[src/rtl/imm_gen_stage.sv]
// Registered RV32I/RV64I immediate generator with valid/ready output and optional skid slot.
// Optional Zicsr zimm decode (imm_src=101) enabled by defining IMM_GEN_ZIMM_EN.
module imm_gen_stage #(
    parameter int unsigned XLEN    = 32,
    parameter int unsigned SKID_EN = 1
) (
    input  logic            clk,
    input  logic            rst,
    input  logic            in_valid,
    output logic            in_ready,
    input  logic [31:0]     instr,
    input  logic [2:0]      imm_src,
    input  logic            flush,
    output logic            out_valid,
    input  logic            out_ready,
    output logic [XLEN-1:0] imm_ext,
    output logic            imm_fmt_err
);

    localparam int unsigned IW = 32;

    logic [IW-1:0]   imm32;
    logic [XLEN-1:0] dec_imm;
    logic            dec_err;

    logic            skid_valid;
    logic [XLEN-1:0] skid_imm;
    logic            skid_err;

    logic            out_valid_d;
    logic [XLEN-1:0] imm_ext_d;
    logic            imm_fmt_err_d;
    logic            skid_valid_d;
    logic [XLEN-1:0] skid_imm_d;
    logic            skid_err_d;

    logic            in_fire;
    logic            out_free;

    // Format decode to a 32-bit value; every format except zimm is sign-extended from bit 31
    always_comb begin
        imm32   = '0;
        dec_err = 1'b0;
        case (imm_src)
            3'b000:  imm32 = {{20{instr[31]}}, instr[31:20]};
            3'b001:  imm32 = {{20{instr[31]}}, instr[31:25], instr[11:7]};
            3'b010:  imm32 = {{19{instr[31]}}, instr[31], instr[7], instr[30:25], instr[11:8], 1'b0};
            3'b011:  imm32 = {instr[31:12], 12'b0};
            3'b100:  imm32 = {{11{instr[31]}}, instr[31], instr[19:12], instr[20], instr[30:21], 1'b0};
`ifdef IMM_GEN_ZIMM_EN
            3'b101:  imm32 = {27'b0, instr[19:15]};
`endif
            default: begin
                imm32   = '0;
                dec_err = 1'b1;
            end
        endcase
    end

    assign dec_imm = XLEN'($signed(imm32));

    generate
        if (SKID_EN != 0) begin : g_skid_ready
            assign in_ready = ~rst & ~skid_valid;
        end else begin : g_noskid_ready
            assign in_ready = ~rst & (out_ready | ~out_valid);
        end
    endgenerate

    assign in_fire  = in_valid & in_ready;
    assign out_free = ~out_valid | out_ready;

    // Next state: flush wins, then drain skid into output, then load new beat
    always_comb begin
        out_valid_d   = out_valid;
        imm_ext_d     = imm_ext;
        imm_fmt_err_d = imm_fmt_err;
        skid_valid_d  = skid_valid;
        skid_imm_d    = skid_imm;
        skid_err_d    = skid_err;
        if (flush) begin
            out_valid_d  = 1'b0;
            skid_valid_d = 1'b0;
        end else if (out_free) begin
            if (skid_valid) begin
                out_valid_d   = 1'b1;
                imm_ext_d     = skid_imm;
                imm_fmt_err_d = skid_err;
                skid_valid_d  = in_fire;
                if (in_fire) begin
                    skid_imm_d = dec_imm;
                    skid_err_d = dec_err;
                end
            end else if (in_fire) begin
                out_valid_d   = 1'b1;
                imm_ext_d     = dec_imm;
                imm_fmt_err_d = dec_err;
            end else begin
                out_valid_d = 1'b0;
            end
        end else if (in_fire) begin
            skid_valid_d = 1'b1;
            skid_imm_d   = dec_imm;
            skid_err_d   = dec_err;
        end
        if (SKID_EN == 0) begin
            skid_valid_d = 1'b0;
        end
    end

    always_ff @(posedge clk or posedge rst) begin
        if (rst) begin
            out_valid   <= 1'b0;
            imm_ext     <= '0;
            imm_fmt_err <= 1'b0;
            skid_valid  <= 1'b0;
            skid_imm    <= '0;
            skid_err    <= 1'b0;
        end else begin
            out_valid   <= out_valid_d;
            imm_ext     <= imm_ext_d;
            imm_fmt_err <= imm_fmt_err_d;
            skid_valid  <= skid_valid_d;
            skid_imm    <= skid_imm_d;
            skid_err    <= skid_err_d;
        end
    end

endmodule

[config.mk]
export PLATFORM = sky130hd
export DESIGN_NAME = imm_gen_stage
export DESIGN_NICKNAME = d
export VERILOG_FILES = /design/src/rtl/imm_gen_stage.sv
export SDC_FILE = /design/constraint.sdc
export NUM_CORES = 1
export LEC_CHECK = 0
export ABC_AREA = 0
export CAP_MARGIN = 40
export CORE_UTILIZATION = 54
export CTS_CLUSTER_DIAMETER = 40
export DETAILED_ROUTE_END_ITERATION = 16
export GPL_ROUTABILITY_DRIVEN = 0
export HOLD_SLACK_MARGIN = 0.05
export PLACE_DENSITY = 0.92
export SLEW_MARGIN = 30
export SYNTH_ARGS = -nofsm -noshare
export SYNTH_HDL_FRONTEND = slang
export SYNTH_SLANG_ARGS = --single-unit
[constraint.sdc]
create_clock -name clk -period 3.2 [get_ports clk]
set_input_delay 0.64 -clock clk [delete_from_list [all_inputs] [get_ports clk]]
set_output_delay 0.64 -clock clk [all_outputs]
set_load 0.01 [all_outputs]
==> run_results.csv, run 1 <==
group,metric,value,unit
setup_path,reg2reg_depth,5,
clock_tree,cts_sinks,68,
finish,nNetsFinal,448,
detailed_routing,drt-wirelength-per-cell,18.45,um
sta,slew_viol_final,0,
setup_path,r2r-start,"skid_valid",
placed_design,port_buffers,67,
logic_synthesis,synth_warnings,0,
detailed_routing,num_vias,3073,
worst_hold_path,whs_endpoint,"skid_imm[4]",
sta,finalCritPeriodShare,0.7578,
job,cap_viol_max_count,0,
clock_tree,cts_resized,0,
global_routing,grt_pass1_wl,14610,um
finish,multiInputGateArea,1399,um^2
detailed_routing,drcViolationCount,0,
pwr,power.density,557.7,nW/um^2
global_routing,grt_max_degree,37,
detailed_routing,drt-pass1-iter-count,5,
worst_hold_path,hold_depth,2,
global_routing,grt_pass1_vias,3025,
sta,finClkSkew,8.798,ps
logic_synthesis,ys_ff_latch,68,
logic_synthesis,synth_cell_types,36,
detailed_routing,totalWireLength,8929,um
sta,setup_ws,775.1,ps
logic_synthesis,syn_avg_cell_area,9.361,um^2
finish,ff_latch_area,1702,um^2
die,row_count,27,
clock_tree,postCtsSetupBuffers,0,
logic_synthesis,yosysSeqAreaShare,0.5209,
logic_synthesis,ys.flop_type,"dfrtp_1",
die,chipWidth,79.78,um
die,die_h,79.78,um
clock_tree,clk_latency,350,ps
global_routing,track_usage,0.3048,
sta,period_minus_slack,2425,ps
logic_synthesis,synth_fp_nets,389,
sta,finalSetupTns,0,ps
setup_path,cp-end-kind,"output pin",
detailed_routing,vias_per_cell,6.349,
sta,tightest_slew,726.2,ps
die,start_util,0.5756,
placed_design,dp_hpwl,5741,um
setup_path,rrSetupSlack,1350,ps
finish,antennaDiodeCount,0,
clock_tree,cts_tree,"done",
finish,final_layout_size_suffix_gt1_frac,0.09466,
setup_path,worstPathArrival,1780,ps
logic_synthesis,synth_area,3267,um^2
sta,setup_viol,0,
die,die_area,6365,um^2
placed_design,place_ws,599.6,ps
clock_tree,htree_levels,3,
global_routing,antenna_found_initial,0,
sta,rsz0062_at_grt,"no",
clock_tree,path_clk_slew,60,ps
clock_tree,hold_buffers,0,
clock_tree,cts-root-buf,"clkbuf_8",
detailed_routing,ant_nets,0,
outcome,status,"finished clean",
finish,layout_common_cells,"dfrtp_1 (68), clkdlybuf4s50_1 (67), nand2_1 (56), a21oi_1 (38), nand3_1 (31)",
setup_path,critPathKind,"primary input to output pin",
setup_path,r2r_end,"skid_imm[5]",
finish,final.fill_count,388,
sta,relSlewSlack,0.5151,
sta,finalHoldViolCount,0,
global_routing,grt.overflow.total,0,
setup_path,crit_fanout,3,
pwr,leakagePower,1.745,nW
logic_synthesis,synth_cells,349,
worst_hold_path,worst_hold_path_type,"flop to flop",
setup_path,start_kind,"primary input",
clock_tree,cts_made_buffers,9,
die,core,5675,um^2
logic_synthesis,synth_edf_count,0,
die,ios,75,
finish,mostFrequentLayoutCell,"dfrtp_1",
sta,clock.fmax,412.4,MHz
pwr,vdd_drop_max,0.3994,mV
finish,syn_to_final_growth,27.81,%
clock_tree,cts_max_path_buffers,2,
detailed_routing,drtIter0Drc,370,
logic_synthesis,async_flop_share,1.000,
worst_hold_path,min_from,"skid_imm[4]",
setup_path,cp.required,2560,ps
## worst max-delay path by stage
stage / start / endpoint / slack, ps / cells after the start
after floorplan: rst / imm_ext[0] / 850 / 1
after global placement: imm_src[2] / imm_ext[18] / 700 / 6
after detailed placement: imm_src[2] / imm_ext[15] / 600 / 6
after CTS: rst / in_ready / 770 / 3
after global routing: rst / in_ready / 700 / 3
final: rst / in_ready / 780 / 3
## state kept, by name, summed over array words and instances, names as in the netlist
signal / cells
imm_ext: 32
skid_imm: 32
imm_fmt_err: 1
out_valid: 1
skid_err: 1
skid_valid: 1
## cell usage after synthesis, types with 5 or more instances
library cell,number,area share
buf_2,17,0.026
nor3b_1,5,0.011
nor2_1,16,0.018
o21ai_0,22,0.034
a22o_1,6,0.016
nand2_1,56,0.064
a31oi_1,8,0.015
o21ai_1,7,0.011
a21oi_1,38,0.058
nand2b_1,7,0.013
nand3_1,31,0.047
o21a_1,9,0.021
dfrtp_1,68,0.52
o211ai_1,21,0.048
## worst max-delay path, cell delays in order
cell and delay [ps]:
clkdlybuf4s50_1 490, nor2_1 120, clkdlybuf4s50_1 540
## per-layer routing
layer	vias to the layer above	wire length [um]	share of wire	global-route usage
met3	31	599	0.067	0.06057
met2	184	4569	0.51	0.4991
li1	1357	-	-	-
met5	-	0	0	0
met1	1501	3497	0.39	0.3853
met4	0	263	0.029	0.1500
## cells by family (layout without fill, tap and decap cells)
group           after synthesis  in the layout  synth area share
compound gates              120            120            0.2344
fa+ha+maj                     1              1          0.003447
buf+inv                      32             95           0.05094
flops                        68             68            0.5209
mux                           1              1          0.003064
simple gates                127            127            0.1873
## final cells by class
cell class,instances,share of cell area
multi-input cells,249,0.3350
flip-flops and latches,68,0.4076
clock buffers,11,0.03386
repair buffers,77,0.1816
inverters,3,0.002697
well taps,72,0.02158
clock inverters,4,0.01768
## power breakdown
part	total, mW	switching [mW]	internal (mW)	leakage, nW
registers	1.05	0.0741	0.980	0.894
clock network	0.779	0.323	0.456	0.109
logic	0.495	0.237	0.257	0.741
## metrics by stage
step	hold slack (ps)	power, mW	std cells	utilization	area, um^2
3_3_place_gp	461.2	1.529	469	0.6978	3960
5_1_grt	507.2	2.422	484	0.7357	4175
2_1_floorplan	448.6	1.293	349	-	3267
6_report	482.5	2.329	484	0.7357	4175
3_5_place_dp	470.3	1.555	469	0.6978	3960
4_1_cts	484.6	2.332	484	0.7357	4175
Note: power is estimated with default switching activity, not from simulation.
==> run 2: changes to the inputs <==
--- a/config.mk
+++ b/config.mk
@@ -7,12 +7,12 @@
 export LEC_CHECK = 0
 export ABC_AREA = 0
 export CAP_MARGIN = 40
-export CORE_UTILIZATION = 54
+export CORE_UTILIZATION = 50
 export CTS_CLUSTER_DIAMETER = 40
 export DETAILED_ROUTE_END_ITERATION = 16
 export GPL_ROUTABILITY_DRIVEN = 0
 export HOLD_SLACK_MARGIN = 0.05
-export PLACE_DENSITY = 0.92
+export PLACE_DENSITY = 0.87
 export SLEW_MARGIN = 30
 export SYNTH_ARGS = -nofsm -noshare
 export SYNTH_HDL_FRONTEND = slang
==> constraint.sdc (replaced) <==
create_clock -name clk -period 2.3 [get_ports clk]
set_input_delay 0.46 -clock clk [delete_from_list [all_inputs] [get_ports clk]]
set_output_delay 0.46 -clock clk [all_outputs]
set_load 0.01 [all_outputs]
==> run_results.csv, run 2 (synthesized netlist as in run 1, its figures left out) <==
group,metric,value,unit
setup_path,cp-end-kind,"output pin",
detailed_routing,drt-pass1-iter-count,4,
pwr,p_sw_frac,0.2842,
clock_tree,cts_max_path_buffers,2,
placed_design,dp_hpwl,5489,um
pwr,power.total,3.157,mW
pwr,p_comb_frac,0.219,
pwr,switching_power,0.8971,mW
outcome,status,"finished clean",
placed_design,place_inst,482,
sta,period_minus_slack,2067,ps
finish,final_layout_size_suffix_gt1_frac,0.1164,
sta,slew_viol_final,0,
finish,finalNonFillerCells,498,
placed_design,post_dp_cell_area,4051,um^2
detailed_routing,num_vias,2981,
clock_tree,clk_latency,340,ps
finish,final.fill_count,498,
die,die_h,82.83,um
placed_design,port_buffers,67,
clock_tree,hold_buffers,0,
clock_tree,cts_made_buffers,9,
global_routing,antenna_found_initial,0,
pwr,power.density,742.2,nW/um^2
die,die_area,6861,um^2
setup_path,cp.required,1840,ps
pwr,vdd_drop_max,0.4648,mV
die,ios,75,
clock_tree,cts_tree,"done",
die,row_count,29,
sta,finClkSkew,4.195,ps
global_routing,grt_pass1_wl,13900,um
pwr,power_frac_clock,0.318,
global_routing,grt_pass1_vias,2897,
clock_tree,cts-root-buf,"clkbuf_8",
detailed_routing,drcViolationCount,0,
sta,rsz0062_at_grt,"no",
sta,finalHoldViolCount,0,
global_routing,grt.overflow.total,0,
clock_tree,cts_resized,0,
detailed_routing,vias_per_cell,5.986,
sta,clock.fmax,483.8,MHz
clock_tree,postCtsSetupBuffers,0,
finish,nNetsFinal,456,
finish,finalInstanceArea,4253,um^2
sta,finalSetupTns,0,ps
detailed_routing,ant_nets,0,
worst_hold_path,worst_hold_path_type,"flop to flop",
placed_design,place_ws,43.66,ps
sta,relSlewSlack,0.4665,
pwr,internal_power,2.259,mW
finish,layout_common_cells,"dfrtp_1 (68), clkdlybuf4s50_1 (67), nand2_1 (56), a21oi_1 (38), nand3_1 (31)",
global_routing,grt_max_degree,69,
detailed_routing,drtIter0Drc,236,
sta,setup_viol,0,
global_routing,track_usage,0.2578,
setup_path,crit_fanout,3,
detailed_routing,totalWireLength,8439,um
finish,reg.largest.list,"imm_ext (32), skid_imm (32)",
clock_tree,htree_levels,3,
job,cap_viol_max_count,0,
clock_tree,cts_sinks,68,
sta,tightest_slew,797.3,ps
finish,mostFrequentLayoutCell,"dfrtp_1",
die,start_util,0.5174,
finish,syn_to_final_growth,30.18,%
setup_path,start_kind,"primary input",
finish,antennaDiodeCount,0,
sta,setup_ws,233.1,ps
setup_path,critPathKind,"primary input to output pin",
sta,finalCritPeriodShare,0.8987,
detailed_routing,drt-wirelength-per-cell,16.95,um
die,core,6314,um^2
pwr,pwr-share-seq,0.463,
die,chipWidth,82.83,um
setup_path,worstPathArrival,1610,ps
pwr,leakagePower,1.785,nW
clock_tree,path_clk_slew,80,ps
[run 2: cell type report]
| cell class | instances | area [um^2] | area share |
|---|---|---|---|
| clock buffers | 10 | 137.6 | 0.03236 |
| multi-input cells | 249 | 1399 | 0.3289 |
| repair buffers | 85 | 843.3 | 0.1983 |
| flip-flops and latches | 68 | 1702 | 0.4001 |
| well taps | 77 | 96.34 | 0.02265 |
| clock inverters | 6 | 63.81 | 0.01500 |
| inverters | 3 | 11.26 | 0.002648 |
[run 2: final timing paths]
kind / startpoint / end / slack [ps] / depth (start not counted)
worst max-delay path: rst / in_ready / 230 / 3
worst min-delay path: skid_imm[11] / skid_imm[11] / 490 / 2
worst max register to register: skid_valid / skid_imm[16] / 500 / 5
worst min register to register: skid_imm[11] / skid_imm[11] / 490 / 2
max in group asynchronous: rst / imm_ext[18] / 1400 / 3
min in group asynchronous: rst / out_valid / 600 / 3
[run 2: worst max-delay path, stage by stage]
cell and delay (ps):
clkdlybuf4s50_1 490, nor2_1 120, clkdlybuf4s50_1 540
[run 2: power groups by stage]
stage | Sequential, mW | Combinational [mW] | Clock (mW)
after floorplan | 1.51 | 0.287 | 0
after global placement | 1.47 | 0.667 | 0
after detailed placement | 1.48 | 0.689 | 0
after CTS | 1.46 | 0.694 | 1.02
after global routing | 1.48 | 0.754 | 1.07
final | 1.46 | 0.691 | 1.00
[run 2: per-layer routing]
metal | share of wire | global-route usage | wire [um]
met1 | 0.41 | 0.3369 | 3480
met2 | 0.50 | 0.4091 | 4246
met3 | 0.056 | 0.04672 | 472
met4 | 0.028 | 0.1395 | 240
met5 | 0 | 0 | 0
[run 2: metrics by stage]
step	utilization	hold slack (ps)
4_1_cts	0.6736	487.8
3_3_place_gp	0.6417	460.7
6_report	0.6736	486.2
5_1_grt	0.6736	510.7
3_5_place_dp	0.6417	470.8
2_1_floorplan	-	448.6
